## src/rtl/uart_rx.sv

```systemverilog
// 8N1 UART receiver: two-flop synchronised input, mid-bit sampling driven by a
// single cycle counter, with one-cycle rx_valid / rx_err pulses per frame.
module uart_rx #(
  parameter int CLKS_PER_BIT = 1085,
  parameter int HALF_BIT     = 542
) (
  input  logic       clk,
  input  logic       rst,
  input  logic       rxd,
  output logic [7:0] rx_data,
  output logic       rx_valid,
  output logic       rx_err,
  output logic       busy
);

  typedef enum logic [2:0] {
    IDLE,
    START,
    DATA,
    STOP,
    WAIT_HIGH
  } state_t;

  localparam logic [15:0] HALF_CNT = 16'(HALF_BIT);
  localparam logic [15:0] LAST_CNT = 16'(CLKS_PER_BIT - 1);

  logic        rxd_meta_q, rxd_s_q;
  state_t      state_q, state_d;
  logic [15:0] cnt_q, cnt_d;
  logic [2:0]  bit_idx_q, bit_idx_d;
  logic [7:0]  shift_q, shift_d;
  logic [7:0]  rx_data_q, rx_data_d;
  logic        rx_valid_q, rx_valid_d;
  logic        rx_err_q, rx_err_d;

  always_ff @(posedge clk) begin
    if (rst) begin
      rxd_meta_q <= 1'b1;
      rxd_s_q    <= 1'b1;
      state_q    <= IDLE;
      cnt_q      <= '0;
      bit_idx_q  <= '0;
      shift_q    <= 8'h00;
      rx_data_q  <= 8'h00;
      rx_valid_q <= 1'b0;
      rx_err_q   <= 1'b0;
    end else begin
      rxd_meta_q <= rxd;
      rxd_s_q    <= rxd_meta_q;
      state_q    <= state_d;
      cnt_q      <= cnt_d;
      bit_idx_q  <= bit_idx_d;
      shift_q    <= shift_d;
      rx_data_q  <= rx_data_d;
      rx_valid_q <= rx_valid_d;
      rx_err_q   <= rx_err_d;
    end
  end

  always_comb begin
    state_d    = state_q;
    cnt_d      = cnt_q;
    bit_idx_d  = bit_idx_q;
    shift_d    = shift_q;
    rx_data_d  = rx_data_q;
    rx_valid_d = 1'b0;
    rx_err_d   = 1'b0;
    case (state_q)
      IDLE: begin
        if (!rxd_s_q) begin
          state_d = START;
          cnt_d   = '0;
        end
      end
      START: begin
        // A start bit that is high again at its midpoint was only a glitch.
        if (cnt_q == HALF_CNT) begin
          cnt_d     = '0;
          bit_idx_d = '0;
          state_d   = rxd_s_q ? IDLE : DATA;
        end else begin
          cnt_d = cnt_q + 16'd1;
        end
      end
      DATA: begin
        if (cnt_q == LAST_CNT) begin
          cnt_d              = '0;
          shift_d[bit_idx_q] = rxd_s_q;
          bit_idx_d          = bit_idx_q + 3'd1;
          if (bit_idx_q == 3'd7) begin
            state_d = STOP;
          end
        end else begin
          cnt_d = cnt_q + 16'd1;
        end
      end
      STOP: begin
        // Leaving at mid-stop-bit lets a back-to-back start edge be caught.
        if (cnt_q == LAST_CNT) begin
          cnt_d = '0;
          if (rxd_s_q) begin
            rx_data_d  = shift_q;
            rx_valid_d = 1'b1;
            state_d    = IDLE;
          end else begin
            rx_err_d = 1'b1;
            state_d  = WAIT_HIGH;
          end
        end else begin
          cnt_d = cnt_q + 16'd1;
        end
      end
      WAIT_HIGH: begin
        if (rxd_s_q) begin
          state_d = IDLE;
        end
      end
      default: state_d = IDLE;
    endcase
  end

  assign rx_data  = rx_data_q;
  assign rx_valid = rx_valid_q;
  assign rx_err   = rx_err_q;
  assign busy     = (state_q != IDLE);

endmodule

```

## config.mk

```make
export PLATFORM = sky130hd
export DESIGN_NAME = uart_rx
export DESIGN_NICKNAME = d
export VERILOG_FILES = /design/src/rtl/uart_rx.sv
export SDC_FILE = /design/constraint.sdc
export NUM_CORES = 1
export LEC_CHECK = 0
export CAP_MARGIN = 0
export CORE_UTILIZATION = 58
export DETAILED_ROUTE_END_ITERATION = 10
export GPL_TIMING_DRIVEN = 0
export PLACE_DENSITY = 0.81
export SLEW_MARGIN = 10
export SYNTH_ARGS = -nofsm -noshare
export SYNTH_HDL_FRONTEND = slang
export SYNTH_SLANG_ARGS = --single-unit
```

## constraint.sdc

```tcl
create_clock -name clk -period 2.5 [get_ports clk]
set_clock_uncertainty 0.15 [all_clocks]
set_input_delay 0.25 -clock clk [delete_from_list [all_inputs] [get_ports clk]]
set_output_delay 0.25 -clock clk [all_outputs]
set_load 0.005 [all_outputs]
```

# After elaboration in Yosys (flattened, before gate mapping)
# Index checks and enable logic that the tools add are counted.
[word_totals] ff_bits=42 input_bits=3 out_inout_bits=11
[classes] n_addsub=2 magnitude_cmp=2 eq_ne=13 mux=21 bitwise=2 reduce_logical=12
[ops] op="two-way mux 16 bit" n=3
[ops] op="one-hot mux 16 bit (3 select lines)" n=1
[ops] op="two-way mux 3 bit" n=9
[ops] op="adder 16 x 1 -> 16 bit, second input constant" n=1
[ops] op="equality test 16 x 10 -> 1 bit, second input constant" n=1
[ops] op="equality test 16 x 11 -> 1 bit, second input constant" n=1
[ops] op="one-hot mux 3 bit (5 select lines)" n=1
[ops] op="inequality test 2 bit, second input constant" n=6
[ops] op="bitwise mux 8 bit" n=1
[ops] op="equality test 3 x 2 -> 1 bit, second input constant" n=2
[ops] op="equality test 3 bit, second input constant" n=2
[ops] op="one-hot mux 3 bit (2 select lines)" n=1
[ops] op="AND reduction 3 bit" n=2
[ops] op="AND reduction 6 bit" n=1
[ops] op="nonzero test 3 bit" n=2
[ops] op="less-than comparator 3 x 4 -> 1 bit, second input constant" n=1
[ops] op="AND reduction 2 bit" n=2
[ops] op="adder 3 x 1 -> 3 bit, second input constant" n=1
[ops] op="demux 1 bit (select 3 bit)" n=1
[ops] op="equality test 3 x 1 -> 1 bit, second input constant" n=1
[ops] op=">= comparator 3 x 1 -> 1 bit, second input constant" n=1
[ops] op="logical NOT 3 bit" n=1
[ops] op="two-way mux 1 bit" n=3
[ops] op="OR reduction 3 bit" n=1
[ops] op="5 further kinds" n=6

# Longest topological paths before layout
[depth] depth_word=5 mapped_depth=8

# Worst setup path before layout
# OpenSTA, ideal clock, no wires.
[synth_path] kind="reg-to-reg" startpoint="register cnt_q[0]" endpoint="register cnt_q[15]" setup_time_ns=0.122 t_arrival_ns=2.004 setup_slack_ns=0.225 stages_incl_launch_ff=8 path_buffers=0 period_less_slack_ns=2.275 path_cell_list="dfxtp_1 inv_1 ha_1 or4bb_1 or4_4 o2bb2ai_2 and3_1 a221o_1"
[synth_between] elab_chain_cells=3
[synth_lines] element="start, declared" line="29" text="logic [15:0] cnt_q, cnt_d;"
[synth_lines] element="start signal, assigned" line="51" text="cnt_q <= cnt_d;"
[synth_lines] element="adder 16 x 1 -> 16 bit (tied with other cells)" line="82, 94, 110"
[synth_lines] element="two-way mux 16 bit (on tied branches)" line="86, 99, 77"
[synth_lines] element="one-hot mux 16 bit (3 select lines) (*)" line="68" text="case (state_q)"
# Mark *: on every way between the ends. The rest lies on a longest branch, timed or not.
# A chain may end at the register's enable or synchronous reset.

# Final worst setup path
[layout_path] startpoint="register cnt_q[11]" endpoint="register cnt_q[9]"
[layout_between] elab_chain_cells=3
[layout_lines] element="equality test 16 x 11 -> 1 bit or equality test 16 x 10 -> 1 bit (tied branches)" line="86, 99, 77"
[layout_lines] element="two-way mux 16 bit (on tied branches)" line="86, 99, 77"
[layout_lines] element="one-hot mux 16 bit (3 select lines) (*)" line="68"
# Marked as above.

==> results.py <==
metrics = {
    "critical_path": {
        "start_kind": "flop",
        "end_kind": "flop",
        "critPathMaxFanout": 10,
        "rr_worst_depth": 6,
        "path_delay_family": "simple AND/OR/NAND/NOR gates",
        "r2r-start": "cnt_q[11]",
        "r2r-end": "cnt_q[9]",
        "crit_chain": "or4_4 > or4_4 > o2bb2ai_4 > buf_6 > a41oi_2 > o41ai_1",
        "path_buf_inv": 1,
        "critPathRequiredTime_ns": 2.59,
        "cpMostUsedCell": "or4_4",
        "crit_arrival_ns": 2.53,
        "rrSetupSlack_ns": 0.06,
        "path_class": "reg -> reg",
        "slowest_delay_ns": 0.60,
        "cp_slowest_cell": "or4_4",
    },
    "yosys": {
        "synthTopCellsByArea": "dfxtp_1 40%, mux2i_1 8.1%, nor2_1 4.8%, nand3_1 3.8%, nand2_1 3.6%",
        "seq_area_frac_synth_pct": 39.9,
        "yosys_warnings": 0,
        "synth.net_count": 256,
        "synth_ff_type": "dfxtp_1",
        "synth.top_cell.area_share_pct": 39.9,
        "syn-cell-area_um2": 2110,
        "synth_top_cell_by_area": "dfxtp_1",
        "syn_inst": 248,
        "synth.distinct_cells": 45,
        "synth-edff-count": 0,
        "ys_ff_latch": 42,
        "async_flop_share_pct": 0,
        "syn_area_per_cell_um2": 8.49,
    },
    "global_routing": {
        "grt_max_degree": 16,
        "grt_pass1_wl_mm": 7.93,
        "track_usage_pct": 26.2,
        "antenna_found_initial": 0,
        "grt-ovfl-total": 0,
        "grt_pass1_vias": 1660,
    },
    "outcome": {
        "outcome": "finished, final reports clean",
    },
    "power_and_ir_drop": {
        "p_sw_uw": 287,
        "netSwitchingFraction_pct": 26.3,
        "leakage_uw": 0.000899,
        "ir_drop_mv": 0.363,
        "p_int_uw": 804,
        "finalPower_uw": 1090,
        "sequentialPowerShare_pct": 61.7,
        "powerDensity_nw_per_um2": 453,
        "p_comb_share_pct": 5.6,
        "pwr-share-clk_pct": 32.7,
    },
    "route": {
        "drt_wl_total_mm": 4.82,
        "drt_iter0_drc": 163,
        "wl_per_cell_um": 15.3,
        "dr.pass1.iters": 5,
        "ant_nets": 0,
        "vias": 1933,
        "drc_errors": 0,
        "vias_per_cell": 6.12,
    },
    "floorplanning": {
        "coreArea_um2": 3420,
        "die_w_um": 62.3,
        "core.rowCount": 21,
        "initial_core_util_pct": 61.6,
        "ios": 14,
        "dieArea_um2": 3880,
        "die_h_um": 62.3,
    },
    "sta": {
        "worst_pin_slew_ns": 0.727,
        "setup_violations": 0,
        "slew_headroom_pct": 51.5,
        "layout_min_cycle_time_ns": 2.44,
        "max_freq_ghz": 0.410,
        "final_hold_viol_count": 0,
        "rsz0062_at_grt": "true",
        "slew_violations": 0,
        "setup_tns_ns": 0,
        "period_share_pct": 97.6,
    },
    "placement": {
        "dp_cells": 307,
        "dp_hpwl_mm": 3.33,
        "place.gp.congestion": 0.879,
        "dpl_cell_area_um2": 2290,
        "port_buffers": 13,
    },
    "worst_hold_path": {
        "min_path_type": "in -> reg",
        "holdCritStartpoint": "rxd",
        "holdPathStages": 2,
        "min_to": "rxd_meta_q",
    },
    "layout": {
        "stdcell_area_um2": 2410,
        "final_nets": 277,
        "most-common-layout-cells": "39 x dfxtp_1, 27 x nor2_1, 20 x nand2_1",
        "final_common_cell": "dfxtp_1",
        "layout-drive-gt1-share_pct": 10.7,
        "fin_cells": 316,
        "insertedDiodeCount": 0,
        "areaGrowthSynthToFinish_pct": 14.3,
    },
    "clocking": {
        "htreeDepth": 2,
        "hold_buffers": 0,
        "clk_pin_slew_ns": 0.14,
        "clk_latency_ns": 0.37,
        "clock_path_buffers": 2,
        "cts_buffers": 5,
        "cts.sinks": 42,
        "cts_tree": "yes",
        "cts_root_buf": "clkbuf_4",
    },
    "job": {
        "cap_violations": 0,
    },
}
[through the flow]
step	hold slack [ns]	worst slack, ns	util (%)
after floorplan	0.204	0.225	-
after global placement	0.241	0.0590	67.1
after detailed placement	0.249	0.0309	67.1
after CTS	0.273	0.0175	69.0
after global routing	0.267	-0.00980	70.4
final	0.274	0.0612	70.4
[power groups by stage]
stage / logic (µW) / clock network (µW) / registers (µW)
2_1_floorplan: 37.0 / 0 / 687
3_3_place_gp: 56.3 / 0 / 688
3_5_place_dp: 56.9 / 0 / 688
4_1_cts: 57.2 / 362 / 673
5_1_grt: 66.3 / 391 / 674
6_report: 60.5 / 357 / 673
[layer usage]
metal	vias to the layer above	global-route usage, %	share of wire [%]
met5	-	0	0
met4	0	10.5	1.1
met3	6	6.99	7.2
met2	65	38.7	44
met1	907	36.3	48
li1	955	-	-
[Yosys cell counts, types with 2 or more instances]
cell type / n
o21ai_0: 4
o211ai_1: 2
inv_1: 12
buf_2: 2
o32ai_1: 2
a31oi_1: 9
and3_1: 6
dfxtp_1: 42
or2_2: 3
nor4_1: 6
or4_4: 2
mux2i_1: 17
o41ai_1: 2
nor2b_1: 2
nor2_1: 27
or4_1: 3
nand3b_1: 3
nand3_1: 16
nor3_1: 10
nand2_1: 20
ha_1: 5
nand4_1: 12
o21ai_1: 2
or3_1: 2
a21oi_1: 7
clkbuf_1: 11
[kinds of logic (layout without fill, tap and decap cells)]
kind of cell / Yosys count / after routing / share of synthesized area [%]
buffers and inverters: 27 / 49 / 5.29
DFF: 42 / 42 / 39.9
muxes: 18 / 18 / 8.62
AOI/OAI and AO/OA: 37 / 37 / 12.5
adders and majority gates: 5 / 5 / 2.97
and+or+nand+nor: 119 / 119 / 30.7
[timing repair]
| item | in CTS | in global routing |
|---|---|---|
| endpoints found under the setup margin | 0 | 25 |
| buffers inserted | 0 | 1 |
| gates resized for setup | 0 | 11 |
[worst reg2reg max path, stage by stage (launching register included)]
cell and delay (ns):
dfxtp_2 0.37, or4_4 0.56, or4_4 0.60, o2bb2ai_4 0.21
buf_6 0.17, a41oi_2 0.16, o41ai_1 0.10
[cell type report]
class                           count  area [µm²]
Inverter                           13        48.8
Multi-Input combinational cell    179        1190
Tap cell                           46        57.6
Clock buffer                        5        37.5
Timing Repair Buffer               14         138
Clock inverter                      3        25.0
Buffer                             14        68.8
Sequential cell                    42         845
Fill cell                         284        1010
[worst max-delay path by stage]
stage / start / end / slack, ns / depth (start not counted)
floorplan: cnt_q[0] / cnt_q[15] / 0.22 / 7
global route: cnt_q[11] / cnt_q[9] / -0.01 / 6
CTS: cnt_q[6] / rx_data[1] / 0.02 / 5
global placement: cnt_q[0] / cnt_q[11] / 0.06 / 8
finish: cnt_q[11] / cnt_q[9] / 0.06 / 6
detailed placement: cnt_q[6] / rx_data[1] / 0.03 / 5
[registers in the layout, indices dropped and copies added (netlist names)]
name and count:
rxd_meta_q 1, rx_err 1, rx_data 8, state_q 3
bit_idx_q 3, rxd_s_q 1, cnt_q 16, shift_q 8
rx_valid 1
Note: power is estimated with default switching activity, not from simulation.
